### config.mk
export PLATFORM = sky130hd
export DESIGN_NAME = code_entry_fsm_flat
export DESIGN_NICKNAME = d
export VERILOG_FILES = /design/src/rtl/code_entry_fsm_if.sv /design/src/rtl/code_entry_fsm.sv /design/src/flat_wrapper.sv
export SDC_FILE = /design/constraint.sdc
export NUM_CORES = 1
export LEC_CHECK = 0
export ABC_AREA = 1
export ABC_CLOCK_PERIOD_IN_PS = 1600
export CORE_UTILIZATION = 54
export DETAILED_ROUTE_END_ITERATION = 10
export PLACE_DENSITY = 0.76
export SYNTH_ARGS = -nofsm -noshare
export SYNTH_HDL_FRONTEND = slang
export SYNTH_SLANG_ARGS = --single-unit
### constraint.sdc
create_clock -name clk -period 1.6 [get_ports clk]
set_input_delay 0.4 -clock clk [delete_from_list [all_inputs] [get_ports clk]]
set_output_delay 0.4 -clock clk [all_outputs]
set_load 0.01 [all_outputs]
### src/rtl/code_entry_fsm_if.sv
// Keypad bus between the input sanitizer side and the code entry FSM:
// debounced keypad byte in, lock status out.
interface code_entry_if;
    logic [7:0] signal_in;
    logic       unlocked;
    logic       alarm;
    logic       locked_out;
    logic [2:0] state;
    logic [2:0] fail_count;
    logic [1:0] entry_idx;

    modport master (
        output signal_in,
        input  unlocked, alarm, locked_out, state, fail_count, entry_idx
    );

    modport slave (
        input  signal_in,
        output unlocked, alarm, locked_out, state, fail_count, entry_idx
    );
endinterface

### src/rtl/code_entry_fsm.sv
// Keypad authentication: four ENTER-latched digits, constant-time code
// compare, timed denial, and lockout after repeated failures.
module code_entry_fsm #(
    parameter logic [15:0] CODE           = 16'hA5C3,
    parameter int unsigned MAX_FAILS      = 3,
    parameter int unsigned ENTRY_TIMEOUT  = 25_000_000,
    parameter int unsigned DENY_HOLD      = 16,
    parameter int unsigned LOCKOUT_CYCLES = 25_000_000
) (
    input logic         clk,
    input logic         rst_n,
    code_entry_if.slave bus
);
    localparam int unsigned CNT_W = 25;
    localparam logic [CNT_W-1:0] TIMEOUT_LAST = CNT_W'(ENTRY_TIMEOUT - 1);
    localparam logic [CNT_W-1:0] DENY_LAST    = CNT_W'(DENY_HOLD - 1);
    localparam logic [CNT_W-1:0] LOCK_LAST    = CNT_W'(LOCKOUT_CYCLES - 1);
    localparam logic [2:0]       MAX_F        = 3'(MAX_FAILS);

    typedef enum logic [2:0] {
        IDLE    = 3'd0,
        COLLECT = 3'd1,
        CHECK   = 3'd2,
        GRANTED = 3'd3,
        DENIED  = 3'd4,
        LOCKOUT = 3'd5
    } state_e;

    // Raw register so the illegal codes 6/7 stay representable and reachable.
    logic [2:0]       state_q;
    state_e           state_d;
    logic [1:0]       idx_q, idx_d;
    logic [15:0]      digits_q, digits_d;
    logic [CNT_W-1:0] cnt_q, cnt_d;
    logic [2:0]       fail_q, fail_d;
    logic             abort_q, abort_d;
    logic             prev_enter_q, prev_relock_q;

    logic       enter_rise, relock_rise, match;
    logic [2:0] fail_inc;
    logic [3:0] digit;
    logic       unused_bits;

    assign digit       = bus.signal_in[3:0];
    assign enter_rise  = bus.signal_in[7] & ~prev_enter_q;
    assign relock_rise = bus.signal_in[6] & ~prev_relock_q;
    assign unused_bits = ^bus.signal_in[5:4];
    // Full-width XOR reduction: latency independent of which digit is wrong.
    assign match       = ~(|(digits_q ^ CODE)) & ~abort_q;
    assign fail_inc    = (fail_q == 3'd7) ? fail_q : fail_q + 3'd1;

    always_comb begin
        state_d  = state_e'(state_q);
        idx_d    = idx_q;
        digits_d = digits_q;
        cnt_d    = cnt_q;
        fail_d   = fail_q;
        abort_d  = abort_q;
        case (state_q)
            IDLE: begin
                if (enter_rise) begin
                    digits_d = {digits_q[11:0], digit};
                    idx_d    = 2'd1;
                    cnt_d    = '0;
                    state_d  = COLLECT;
                end
            end
            COLLECT: begin
                if (enter_rise) begin
                    digits_d = {digits_q[11:0], digit};
                    cnt_d    = '0;
                    if (idx_q == 2'd3) begin
                        idx_d   = 2'd0;
                        abort_d = 1'b0;
                        state_d = CHECK;
                    end else begin
                        idx_d = idx_q + 2'd1;
                    end
                end else if (cnt_q == TIMEOUT_LAST) begin
                    abort_d = 1'b1;
                    idx_d   = 2'd0;
                    state_d = CHECK;
                end else begin
                    cnt_d = cnt_q + CNT_W'(1);
                end
            end
            CHECK: begin
                digits_d = '0;
                cnt_d    = '0;
                if (match) begin
                    fail_d  = '0;
                    state_d = GRANTED;
                end else begin
                    fail_d  = fail_inc;
                    state_d = (fail_inc >= MAX_F) ? LOCKOUT : DENIED;
                end
            end
            GRANTED: begin
                if (relock_rise) state_d = IDLE;
            end
            DENIED: begin
                if (cnt_q == DENY_LAST) state_d = IDLE;
                else                    cnt_d   = cnt_q + CNT_W'(1);
            end
            LOCKOUT: begin
                if (cnt_q == LOCK_LAST) begin
                    fail_d  = '0;
                    state_d = IDLE;
                end else begin
                    cnt_d = cnt_q + CNT_W'(1);
                end
            end
            default: begin
                state_d  = LOCKOUT;
                cnt_d    = '0;
                idx_d    = '0;
                digits_d = '0;
                abort_d  = 1'b0;
            end
        endcase
    end

    always_ff @(posedge clk or negedge rst_n) begin
        if (!rst_n) begin
            state_q       <= IDLE;
            idx_q         <= '0;
            digits_q      <= '0;
            cnt_q         <= '0;
            fail_q        <= '0;
            abort_q       <= 1'b0;
            prev_enter_q  <= 1'b1;
            prev_relock_q <= 1'b1;
        end else begin
            state_q       <= state_d;
            idx_q         <= idx_d;
            digits_q      <= digits_d;
            cnt_q         <= cnt_d;
            fail_q        <= fail_d;
            abort_q       <= abort_d;
            prev_enter_q  <= bus.signal_in[7];
            prev_relock_q <= bus.signal_in[6];
        end
    end

    assign bus.unlocked   = (state_q == GRANTED);
    assign bus.alarm      = (state_q == DENIED) || (state_q == LOCKOUT);
    assign bus.locked_out = (state_q == LOCKOUT);
    assign bus.state      = state_q;
    assign bus.fail_count = fail_q;
    assign bus.entry_idx  = idx_q;
endmodule

### src/flat_wrapper.sv
// flat-port wrapper written by rule: the top's interface ports become plain ports
module code_entry_fsm_flat 
#(
    parameter logic [15:0] CODE           = 16'hA5C3,
    parameter int unsigned MAX_FAILS      = 3,
    parameter int unsigned ENTRY_TIMEOUT  = 25_000_000,
    parameter int unsigned DENY_HOLD      = 16,
    parameter int unsigned LOCKOUT_CYCLES = 25_000_000
)
  (clk, rst_n, bus_signal_in, bus_unlocked, bus_alarm, bus_locked_out, bus_state, bus_fail_count, bus_entry_idx);
  code_entry_if bus_i ();
  input logic clk;
  input logic rst_n;
  input wire logic [$bits(bus_i.signal_in)-1:0] bus_signal_in;
  output wire logic [$bits(bus_i.unlocked)-1:0] bus_unlocked;
  output wire logic [$bits(bus_i.alarm)-1:0] bus_alarm;
  output wire logic [$bits(bus_i.locked_out)-1:0] bus_locked_out;
  output wire logic [$bits(bus_i.state)-1:0] bus_state;
  output wire logic [$bits(bus_i.fail_count)-1:0] bus_fail_count;
  output wire logic [$bits(bus_i.entry_idx)-1:0] bus_entry_idx;
  assign bus_i.signal_in = bus_signal_in;
  assign bus_unlocked = bus_i.unlocked;
  assign bus_alarm = bus_i.alarm;
  assign bus_locked_out = bus_i.locked_out;
  assign bus_state = bus_i.state;
  assign bus_fail_count = bus_i.fail_count;
  assign bus_entry_idx = bus_i.entry_idx;
  code_entry_fsm #(.CODE(CODE), .MAX_FAILS(MAX_FAILS), .ENTRY_TIMEOUT(ENTRY_TIMEOUT), .DENY_HOLD(DENY_HOLD), .LOCKOUT_CYCLES(LOCKOUT_CYCLES)) u_core (.clk(clk), .rst_n(rst_n), .bus(bus_i));
endmodule
==> flow_metrics.tcl <==
set metrics [dict create \
    intPower_uw 4341 \
    fin_nets 689 \
    grt_pass1_vias 4347 \
    final_hold_viol_count 0 \
    vias_per_cell 6.638 \
    gr-total-overflow 0 \
    grt.total_usage_pct 37.87 \
    drv_cap 0 \
    synth-edff-count 0 \
    worst_slew_pin_slew_ns 0.6455 \
    leakage_uw 0.002605 \
    cts_hold_buf 0 \
    seq_area_frac_synth_pct 36.29 \
    rows 29 \
    cts_made_buffers 5 \
    cts-root-buf "clkbuf_8" \
    final_cell_mix "nand2_1 (113), buf_4 (98), inv_1 (61)" \
    die_h_um 83.56 \
    finalCriticalPeriod_ns 2.193 \
    synth_cells 537 \
    firstDrtPassIters 7 \
    place.port_buffers 18 \
    grt_max_degree 53 \
    relSlewSlack_pct 56.80 \
    pwr-share-comb_pct 67.7 \
    clock_power_share_pct 10.2 \
    design.core.area_mm2 0.006386 \
    wl_per_cell_um 22.47 \
    p_switching_uw 4185 \
    final.period_utilization_pct 137.1 \
    cp.required_ns 1.83 \
    die_w_um 83.56 \
    vias 4985 \
    switching_share_pct 49.09 \
    rsz0062_at_grt "true" \
    power.share.sequential_pct 22.1 \
    syn-cell-area_mm2 0.003592 \
    insertion_delay_ns 0.34 \
    drt_iter0_markers 912 \
    outcome "finished with violations" \
    vdd.ir_drop.worst_v 0.001472 \
    ios 21 \
    hold_class "input pin to async pin" \
    path_class "register to register" \
    endpoint_kind "register" \
    ys_warn_count 0 \
    ys_seq_elements 52 \
    cts_tree "done" \
    die-area_mm2 0.006982 \
    antenna_found_initial 0 \
    worst_hold_slack_ns 0.04340 \
    cts_sinks 52 \
    synthArstFlopShare_pct 100.0 \
    ant_nets 0 \
    clock_skew_ns 0.02046 \
    crit_arrival_ns 2.42 \
    synth.distinct_cells 39 \
    synth-main-ff-cell "dfrtp_1" \
    drc 0 \
    cts_buffer_depth 2 \
    area_growth_pct 56.43 \
    antenna_cells 0 \
    avgSynthCellArea_um2 6.689 \
    start_kind "register" \
    initial_core_util_pct 56.25 \
    power_uw 8527 \
    synthesis.nets 553 \
    setup_tns_ns -10.79 \
    cp_max_fo 6 \
    timing.fmax_mhz 455.9 \
    routabilityCongestion 0.9641 \
    place_hpwl_um 7747 \
    finalSetupViolations 53 \
    grt_pass1_wl_um 21090 \
    fin_ws_ns -0.5933 \
    final_max_slew_viol_count 0 \
    violations "negative setup slack" \
    clkTransAtPathRegs_ns 0.12 \
    power_density_mw_per_mm2 1517 \
    h-tree-depth 2 \
    layout-drive-gt1-share_pct 44.07 \
    wl_um 16880 \
    final_common_cell "nand2_1" \
]
-- worst max-delay path: stages, from the launching register on --
cell,delay (ns)
dfrtp_2,0.47
buf_4,0.16
nor3_4,0.23
buf_6,0.16
inv_2,0.07
nor2_1,0.52
nor2_4,0.17
buf_4,0.19
nand3_2,0.05
nand2_1,0.06
-- cells by family (layout without fill, tap and decap cells) --
logic type | Yosys count | after routing | synth area share [%]
fa+ha+maj | 6 | 6 | 2.090
xor+xnor | 8 | 8 | 1.951
compound gates | 72 | 72 | 11.43
simple gates | 308 | 308 | 37.93
flops | 52 | 52 | 36.29
buf+inv | 91 | 228 | 10.31
-- cell type report --
class | count | area, um^2
clock buffers | 5 | 68.82
well taps | 77 | 96.34
repair buffers | 141 | 1277
clock inverters | 3 | 26.28
multi-input cells | 394 | 2525
inverters | 79 | 310.3
fillers | 272 | 767.0
flip-flops and latches | 52 | 1315
-- through the flow --
step           std cells  utilization [%]  worst slack (ns)  area, um^2
3_3_place_gp         701            70.32           -0.3665        4491
2_1_floorplan        537                -          0.008675        3643
6_report             751            87.99           -0.5933        5619
4_1_cts              739            80.96           -0.1311        5170
5_1_grt              751            87.99           -0.5983        5619
3_5_place_dp         701            70.32           -0.4528        4491
-- power groups by stage --
stage,Clock [uW],Combinational [uW],Sequential (uW)
final,867,5770,1890
after global routing,905,5930,1900
after CTS,822,4490,1820
after detailed placement,0,3140,1860
after global placement,0,3040,1840
after floorplan,0,1800,1870
-- sequential cells by signal, indices dropped and copies added (netlist names) --
register,cells
u_core.bus.fail_count,3
u_core.prev_enter_q,1
u_core.cnt_q,25
u_core.digits_q,16
u_core.bus.entry_idx,2
u_core.abort_q,1
u_core.bus.state,3
u_core.prev_relock_q,1
-- layer usage --
metal	up-vias	part of all wire, %	GRT usage, %
met4	0	9.2	18.49
met2	508	43	61.27
met3	207	13	6.231
met1	2270	35	49.30
met5	-	0	0
li1	2000	-	-
-- cell usage after synthesis, types with 2 or more instances --
cell type	number	area, um^2
ha_1	6	75.07
clkbuf_2	2	10.01
nand2_1	149	559.3
o21ai_2	2	17.52
clkbuf_1	3	11.26
nand3_2	3	30.03
nor2_2	3	18.77
o21ai_1	6	30.03
o21ai_0	43	215.2
nor2_1	69	259.0
nor3_1	6	30.03
a21oi_1	10	50.05
nand3_1	51	255.2
dfrtp_1	50	1251
inv_1	72	270.3
nor3_2	2	20.02
o211ai_1	7	52.55
nand4_1	15	93.84
nand2_2	2	12.51
xor2_1	7	61.31
dfstp_2	2	52.55
buf_2	5	25.02
inv_2	6	22.52
-- what timing repair did --
action	in CTS	in global routing
pin swaps	26	32
cloned	4	0
buffers inserted	27	15
setup endpoints to repair	56	54
resized for setup	117	120
-- path summary, 6_finish.rpt --
| check | from | to | slack, ns | cells after the start |
|---|---|---|---|---|
| max in group asynchronous | rst_n | u_core.prev_enter_q | 1.26 | 2 |
| min in group clk | bus_signal_in[7] | u_core.prev_enter_q | 0.35 | 1 |
| worst max register to register | u_core.bus.state[1] | u_core.bus.state[1] | -0.59 | 9 |
| worst min-delay path | rst_n | u_core.cnt_q[17] | 0.04 | 2 |
| worst min register to register | u_core.digits_q[11] | u_core.digits_q[15] | 0.54 | 2 |
| worst max-delay path | u_core.bus.state[1] | u_core.bus.state[1] | -0.59 | 9 |
Power figures use the tool's default switching activity.
